$ cat config.mk
export PLATFORM = sky130hd
export DESIGN_NAME = tri_fifo_writer
export DESIGN_NICKNAME = d
export VERILOG_FILES = /design/src/rtl/rast_fifo_pkg.sv /design/src/rtl/tri_fifo_writer.sv
export SDC_FILE = /design/constraint.sdc
export NUM_CORES = 1
export LEC_CHECK = 0
export ABC_AREA = 1
export BUFFER_PORTS_ARGS = -buffer_cell sky130_fd_sc_hd__buf_2
export CAP_MARGIN = 30
export CORE_AREA = 3 3 309 311
export CTS_CLUSTER_DIAMETER = 50
export DETAILED_ROUTE_END_ITERATION = 10
export DIE_AREA = 0 0 312 314
export GPL_TIMING_DRIVEN = 0
export PLACE_DENSITY = 0.55
export SLEW_MARGIN = 10
export SYNTH_ARGS = -nofsm -noshare
export SYNTH_HDL_FRONTEND = slang
export SYNTH_SLANG_ARGS = --single-unit
$ cat constraint.sdc
create_clock -name clk -period 28.6 [get_ports clk]
set_clock_uncertainty 0.15 [all_clocks]
set_input_delay 8.58 -clock clk [delete_from_list [all_inputs] [get_ports clk]]
set_output_delay 8.58 -clock clk [all_outputs]
set_load 0.01 [all_outputs]
$ cat src/rtl/rast_fifo_pkg.sv
// rtl/rast_fifo_pkg.sv - shared definitions for the rasteriser vertex/color FIFO pair
// Holds the default word width shared by the FIFO writer and reader, the
// writer state encoding and the number of vertices per triangle.
package rast_fifo_pkg;

  // Width of one vertex word and one color word; the reader uses the same value.
  localparam int DEFAULT_DATA_W = 96;

  // Vertex/color pairs written per triangle.
  localparam int VERTS_PER_TRI = 3;

  // Writer states: idle, then one state per vertex/color beat.
  typedef enum logic [1:0] {
    IDLE = 2'd0,
    WR0  = 2'd1,
    WR1  = 2'd2,
    WR2  = 2'd3
  } wr_state_t;

endpackage

$ cat src/rtl/tri_fifo_writer.sv
// rtl/tri_fifo_writer.sv - serialises one triangle into the vertex and color FIFOs in lock-step
// Ports:
//   clk, rst                     clock, asynchronous active-high reset
//   tri_valid / tri_ready        triangle handshake (one whole triangle per transfer)
//   vertex_in0..2, color_in0..2  triangle vertices and colors
//   vertex_full, color_full      FIFO full flags
//   vertex_wr_en, color_wr_en    FIFO write strobes (always equal)
//   vertex_dout, color_dout      FIFO write data
//   busy                         a captured triangle is still being written
//   tri_count                    completed triangles, wraps
module tri_fifo_writer
  import rast_fifo_pkg::*;
#(
  parameter int DATA_W = DEFAULT_DATA_W,
  parameter int CNT_W  = 16
) (
  input  logic              clk,
  input  logic              rst,
  input  logic              tri_valid,
  output logic              tri_ready,
  input  logic [DATA_W-1:0] vertex_in0,
  input  logic [DATA_W-1:0] vertex_in1,
  input  logic [DATA_W-1:0] vertex_in2,
  input  logic [DATA_W-1:0] color_in0,
  input  logic [DATA_W-1:0] color_in1,
  input  logic [DATA_W-1:0] color_in2,
  input  logic              vertex_full,
  input  logic              color_full,
  output logic              vertex_wr_en,
  output logic              color_wr_en,
  output logic [DATA_W-1:0] vertex_dout,
  output logic [DATA_W-1:0] color_dout,
  output logic              busy,
  output logic [CNT_W-1:0]  tri_count
);

  wr_state_t         state;
  logic [DATA_W-1:0] cap_v0, cap_v1, cap_v2;
  logic [DATA_W-1:0] cap_c0, cap_c1, cap_c2;
  logic              go;

  // Either FIFO being full stalls both so their write counts never diverge.
  assign go = !vertex_full && !color_full;

  // Ready is held low while reset is asserted even though the state is already IDLE.
  assign tri_ready    = (state == IDLE) && !rst;
  assign busy         = (state != IDLE);
  assign vertex_wr_en = busy && go;
  assign color_wr_en  = busy && go;

  // The mux falls through to beat 2 in IDLE: that is the last beat driven,
  // and the capture registers are zero after reset.
  always_comb begin
    vertex_dout = cap_v2;
    color_dout  = cap_c2;
    case (state)
      WR0: begin
        vertex_dout = cap_v0;
        color_dout  = cap_c0;
      end
      WR1: begin
        vertex_dout = cap_v1;
        color_dout  = cap_c1;
      end
      default: begin
        vertex_dout = cap_v2;
        color_dout  = cap_c2;
      end
    endcase
  end

  always_ff @(posedge clk or posedge rst) begin
    if (rst) begin
      state     <= IDLE;
      cap_v0    <= '0;
      cap_v1    <= '0;
      cap_v2    <= '0;
      cap_c0    <= '0;
      cap_c1    <= '0;
      cap_c2    <= '0;
      tri_count <= '0;
    end else begin
      case (state)
        IDLE: begin
          if (tri_valid) begin
            cap_v0 <= vertex_in0;
            cap_v1 <= vertex_in1;
            cap_v2 <= vertex_in2;
            cap_c0 <= color_in0;
            cap_c1 <= color_in1;
            cap_c2 <= color_in2;
            state  <= WR0;
          end
        end
        WR0: if (go) state <= WR1;
        WR1: if (go) state <= WR2;
        WR2: begin
          if (go) begin
            state     <= IDLE;
            tri_count <= tri_count + CNT_W'(1);
          end
        end
        default: state <= IDLE;
      endcase
    end
  end

endmodule

==> flow_summary.rst <==
.. list-table::
   :header-rows: 1

   * - Metric
     - Value
   * - Part of the Yosys area used for sequential elements
     - 0.557
   * - Die Span Y
     - 314 um
   * - Unrepaired setup endpoints after global routing
     - false
   * - Worst setup path end
     - vertex_wr_en
   * - Antenna violations before repair
     - between 40 and 50
   * - Clock latency of the later-clocked register in the worst-skew pair
     - ~0.63 ns
   * - Die ar.
     - 98000 um2
   * - Post-layout nets
     - 4163
   * - Critical Path Source
     - color_full
   * - Critical Path AT
     - between 9 and 10 ns
   * - Proportion of synthesized area in mux cells
     - 0.133
   * - Cell leakage power
     - 17.6 nW
   * - TritonCTS sink count
     - 594
   * - F_max
     - around 54 MHz
   * - Count of input and output buffers
     - 792
   * - Most instantiated flip-flop cell in the synthesis netlist
     - sky130_fd_sc_hd__dfrtp_1
   * - Fillers
     - 9661
   * - Endpoint of the lowest-slack register-to-register path
     - cap_v2[6]
   * - Fraction of the mapped netlist area in simple logic gates
     - 0.106
   * - Critical setup path kind
     - in -> out
   * - Area share of xor/xnor cells in the synthesized design
     - 0.00230
   * - Max-cap violation count
     - 0
   * - Launch instance of the worst register-to-register path
     - state[0]
   * - Syn Inst Count
     - 2690
   * - # setup viols final
     - 0
   * - Clock buffer depth
     - 3
   * - Library cell with the largest summed area after synthesis
     - sky130_fd_sc_hd__dfrtp_1
   * - Overall power consumption
     - 4.89 mW
   * - Period minus WS final
     - 18.59 ns
   * - Total vias in the final route
     - 23200
   * - Reg2Reg Setup Slack
     - between 20 and 30 ns
   * - Post-route DRC
     - 0
   * - Number of CTS-inserted buffers
     - 84
   * - Global-route total usage across every layer
     - 0.218
   * - Global-route wire length before repair
     - 158000 um
   * - Syn. warnings
     - 0
   * - Largest net degree at the start of global routing
     - 107
   * - Effective utilization at floorplan
     - 0.287
   * - Initial detailed-routing violation count
     - 1514
   * - First drt pass iteration count
     - 7
   * - Post-synthesis compound-gate area fraction
     - 0.118
   * - Post-route clock period utilization
     - 0.650
   * - TritonCTS clock tree
     - done
   * - Detailed-route wire length per cell
     - 22.2 um
   * - Logic depth of the worst register-to-register path
     - 8
   * - Final worst hold slack
     - approximately 0.35 ns
   * - Via count normalized by instance count
     - 4.71
   * - Most frequent cell after synthesis
     - sky130_fd_sc_hd__dfrtp_1
   * - Pwr Density
     - 138 nW/um2
   * - Setup Fix Bufs, Post-CTS
     - 0
   * - Startpoint kind of the worst setup timing path
     - input port
   * - Fraction of layout cells with a size suffix above 1
     - 0.388
   * - Global-route congestion overflow total
     - 0
   * - Data required time of the critical path
     - ~20 ns
   * - Vias in the first global route
     - 24100
   * - Top cell type's share of synthesized area
     - 0.557
   * - Hold Vio Cnt, Final
     - 0
   * - Run status
     - finished clean
   * - Main combinational cell family by area after synthesis
     - multiplexers
   * - Width of the die
     - 312 um
   * - Actual slew at the worst max-slew pin
     - 0.951 ns
   * - Residual antenna-violating net count after detailed routing
     - 0
   * - Avg Cell Area, Syn
     - 9.93 um2
   * - Clock tree root driver cell
     - sky130_fd_sc_hd__clkbuf_16
   * - Post-synthesis async set-or-reset flop share
     - 1.00
   * - Hold-fix buffer count after cts
     - 0
   * - Largest fanout of any net on the critical path
     - 3
   * - Class of the worst hold path
     - reg -> reg
   * - Routed wire length
     - between 100000 and 150000 um
   * - Crit end category
     - output port
   * - Placed wire-length estimate after detailed placement
     - 83100 um
   * - Max-slew violation count
     - 0
   * - Placeable Area
     - 93000 um2
   * - Io pins
     - 793
   * - Synthesis-stage register bit count
     - 594
   * - Largest vdd supply drop
     - 0.0000662 V
   * - Number of distinct library cells after synthesis
     - 28
   * - Netlist area before placement
     - 26700 um2
   * - Maximum level of the CTS H-tree
     - 3
   * - Commonest cells post-synth
     - sky130_fd_sc_hd__dfrtp_1 (594), sky130_fd_sc_hd__nor2_1 (379), sky130_fd_sc_hd__nand2_1 (336)
   * - Synthesized netlist net count
     - 3278
   * - Top cells by area, synth
     - sky130_fd_sc_hd__dfrtp_1 (56%), sky130_fd_sc_hd__mux2_2 (11%), sky130_fd_sc_hd__nor2_1 (5.3%)
   * - Site row count
     - 112
   * - Adder-cell share of the synthesized area
     - 0.00328
   * - Synthesis-to-layout area growth
     - 32.7%
   * - Gp weighted congestion
     - about 0.94
   * - Register clock-pin slew on the reported worst setup and hold paths
     - 0.05 ns
   * - Resized cells post-CTS
     - 0
   * - Number of enable flip-flop cells after synthesis
     - 0
   * - Worst slew slack as a fraction of its limit
     - 0.366
-- layer usage --
layer  global-route usage  routed length, um  share of wire
met5                    0                200         0.0018
met4               0.0904               4210          0.038
met3               0.0604               8470          0.077
met2                0.372              53200           0.49
met1                0.259              43300           0.40
-- critical path: stages --
cell                     delay, ns
sky130_fd_sc_hd__buf_2        0.09
sky130_fd_sc_hd__nor2_1       0.30
sky130_fd_sc_hd__inv_1        0.11
sky130_fd_sc_hd__nor2_1       0.46
sky130_fd_sc_hd__buf_4        0.20
sky130_fd_sc_hd__buf_2        0.12
-- state kept, by name (all words and copies together) (netlist names) --
name,count
cap_c0,96
cap_c1,96
cap_c2,96
cap_v0,96
cap_v1,96
cap_v2,96
tri_count,16
state,2
-- cells by family (layout without fill, tap and decap cells) --
logic type / Yosys count / after routing
other: 0 / 29
AOI/OAI and AO/OA: 564 / 564
xor gates and xnor gates: 7 / 7
muxes: 304 / 304
and+or+nand+nor: 740 / 740
DFF: 594 / 594
buffers and inverters: 474 / 1425
adders and majority gates: 7 / 7
-- per-stage QoR --
stage | instances | TNS (ns) | worst slack (ns) | instance area, um2 | util
after floorplan | 2690 | 0 | 3.25 | 26700 | -
after global placement | 4736 | -2857.63 | -4.92 | 32200 | 0.346
after detailed placement | 4743 | 0 | 9.95 | 32400 | 0.349
after CTS | 4895 | 0 | 9.96 | 35400 | 0.380
after global routing | 4913 | 0 | 9.91 | 35400 | 0.381
final | 4924 | 0 | 10.01 | 35500 | 0.381
-- final cells by class --
type | count | area (um2) | area share
Multi-Input combinational cell | 1622 | 9710 | 0.274
Sequential cell | 594 | 14900 | 0.419
Tap cell | 1254 | 1570 | 0.0443
Clock buffer | 109 | 2380 | 0.0671
Timing Repair Buffer | 799 | 4140 | 0.117
Antenna cell | 29 | 72.6 | 0.00205
Inverter | 294 | 1110 | 0.0313
Buffer | 180 | 1030 | 0.0292
Clock inverter | 43 | 572 | 0.0161
-- cells in the final DEF (no fill, tap or decap), types with 4 or more instances in the layout --
master / netlist / final
sky130_fd_sc_hd__buf_1: 18 / 17
sky130_fd_sc_hd__a31oi_1: 97 / 97
sky130_fd_sc_hd__a21oi_2: 30 / 30
sky130_fd_sc_hd__nand2_1: 336 / 336
sky130_fd_sc_hd__inv_1: 294 / 293
sky130_fd_sc_hd__buf_6: 31 / 31
sky130_fd_sc_hd__o21ai_0: 110 / 110
sky130_fd_sc_hd__clkinv_2: 0 / 18
sky130_fd_sc_hd__a21oi_1: 243 / 243
sky130_fd_sc_hd__clkbuf_16: 0 / 85
sky130_fd_sc_hd__bufinv_16: 0 / 10
sky130_fd_sc_hd__o22ai_1: 83 / 83
sky130_fd_sc_hd__buf_2: 96 / 889
sky130_fd_sc_hd__mux2_2: 267 / 267
sky130_fd_sc_hd__clkbuf_8: 0 / 16
sky130_fd_sc_hd__inv_6: 0 / 6
sky130_fd_sc_hd__mux2_4: 37 / 37
sky130_fd_sc_hd__nand3_1: 10 / 10
sky130_fd_sc_hd__nand4_1: 4 / 4
sky130_fd_sc_hd__buf_16: 0 / 6
sky130_fd_sc_hd__dfrtp_1: 594 / 594
sky130_fd_sc_hd__ha_1: 7 / 7
sky130_fd_sc_hd__xor2_1: 4 / 4
sky130_fd_sc_hd__clkbuf_1: 34 / 42
sky130_fd_sc_hd__nor2_1: 379 / 379
sky130_fd_sc_hd__diode_2: 0 / 29
-- how the worst min path moves through the flow --
stage | slack [ns] | cells after the start | end | startpoint
2_1_floorplan | 0.33 | 2 | cap_v1[83] | cap_v1[83]
3_3_place_gp | 0.34 | 1 | cap_c1[20] | cap_c1[20]
3_5_place_dp | 0.34 | 1 | cap_c0[86] | cap_c0[86]
4_1_cts | 0.36 | 1 | cap_c2[73] | cap_c2[73]
5_1_grt | 0.36 | 1 | cap_c1[13] | cap_c1[13]
6_report | 0.35 | 1 | cap_c1[55] | cap_c1[55]
-- where the power goes --
group / switching [mW] / total [mW] / internal [mW]
registers: 0.160 / 1.41 / 1.25
logic: 1.51 / 2.40 / 0.885
clock network: 0.411 / 1.09 / 0.680
total: 2.08 / 4.89 / 2.81
Note: power is estimated with default switching activity, not from simulation.
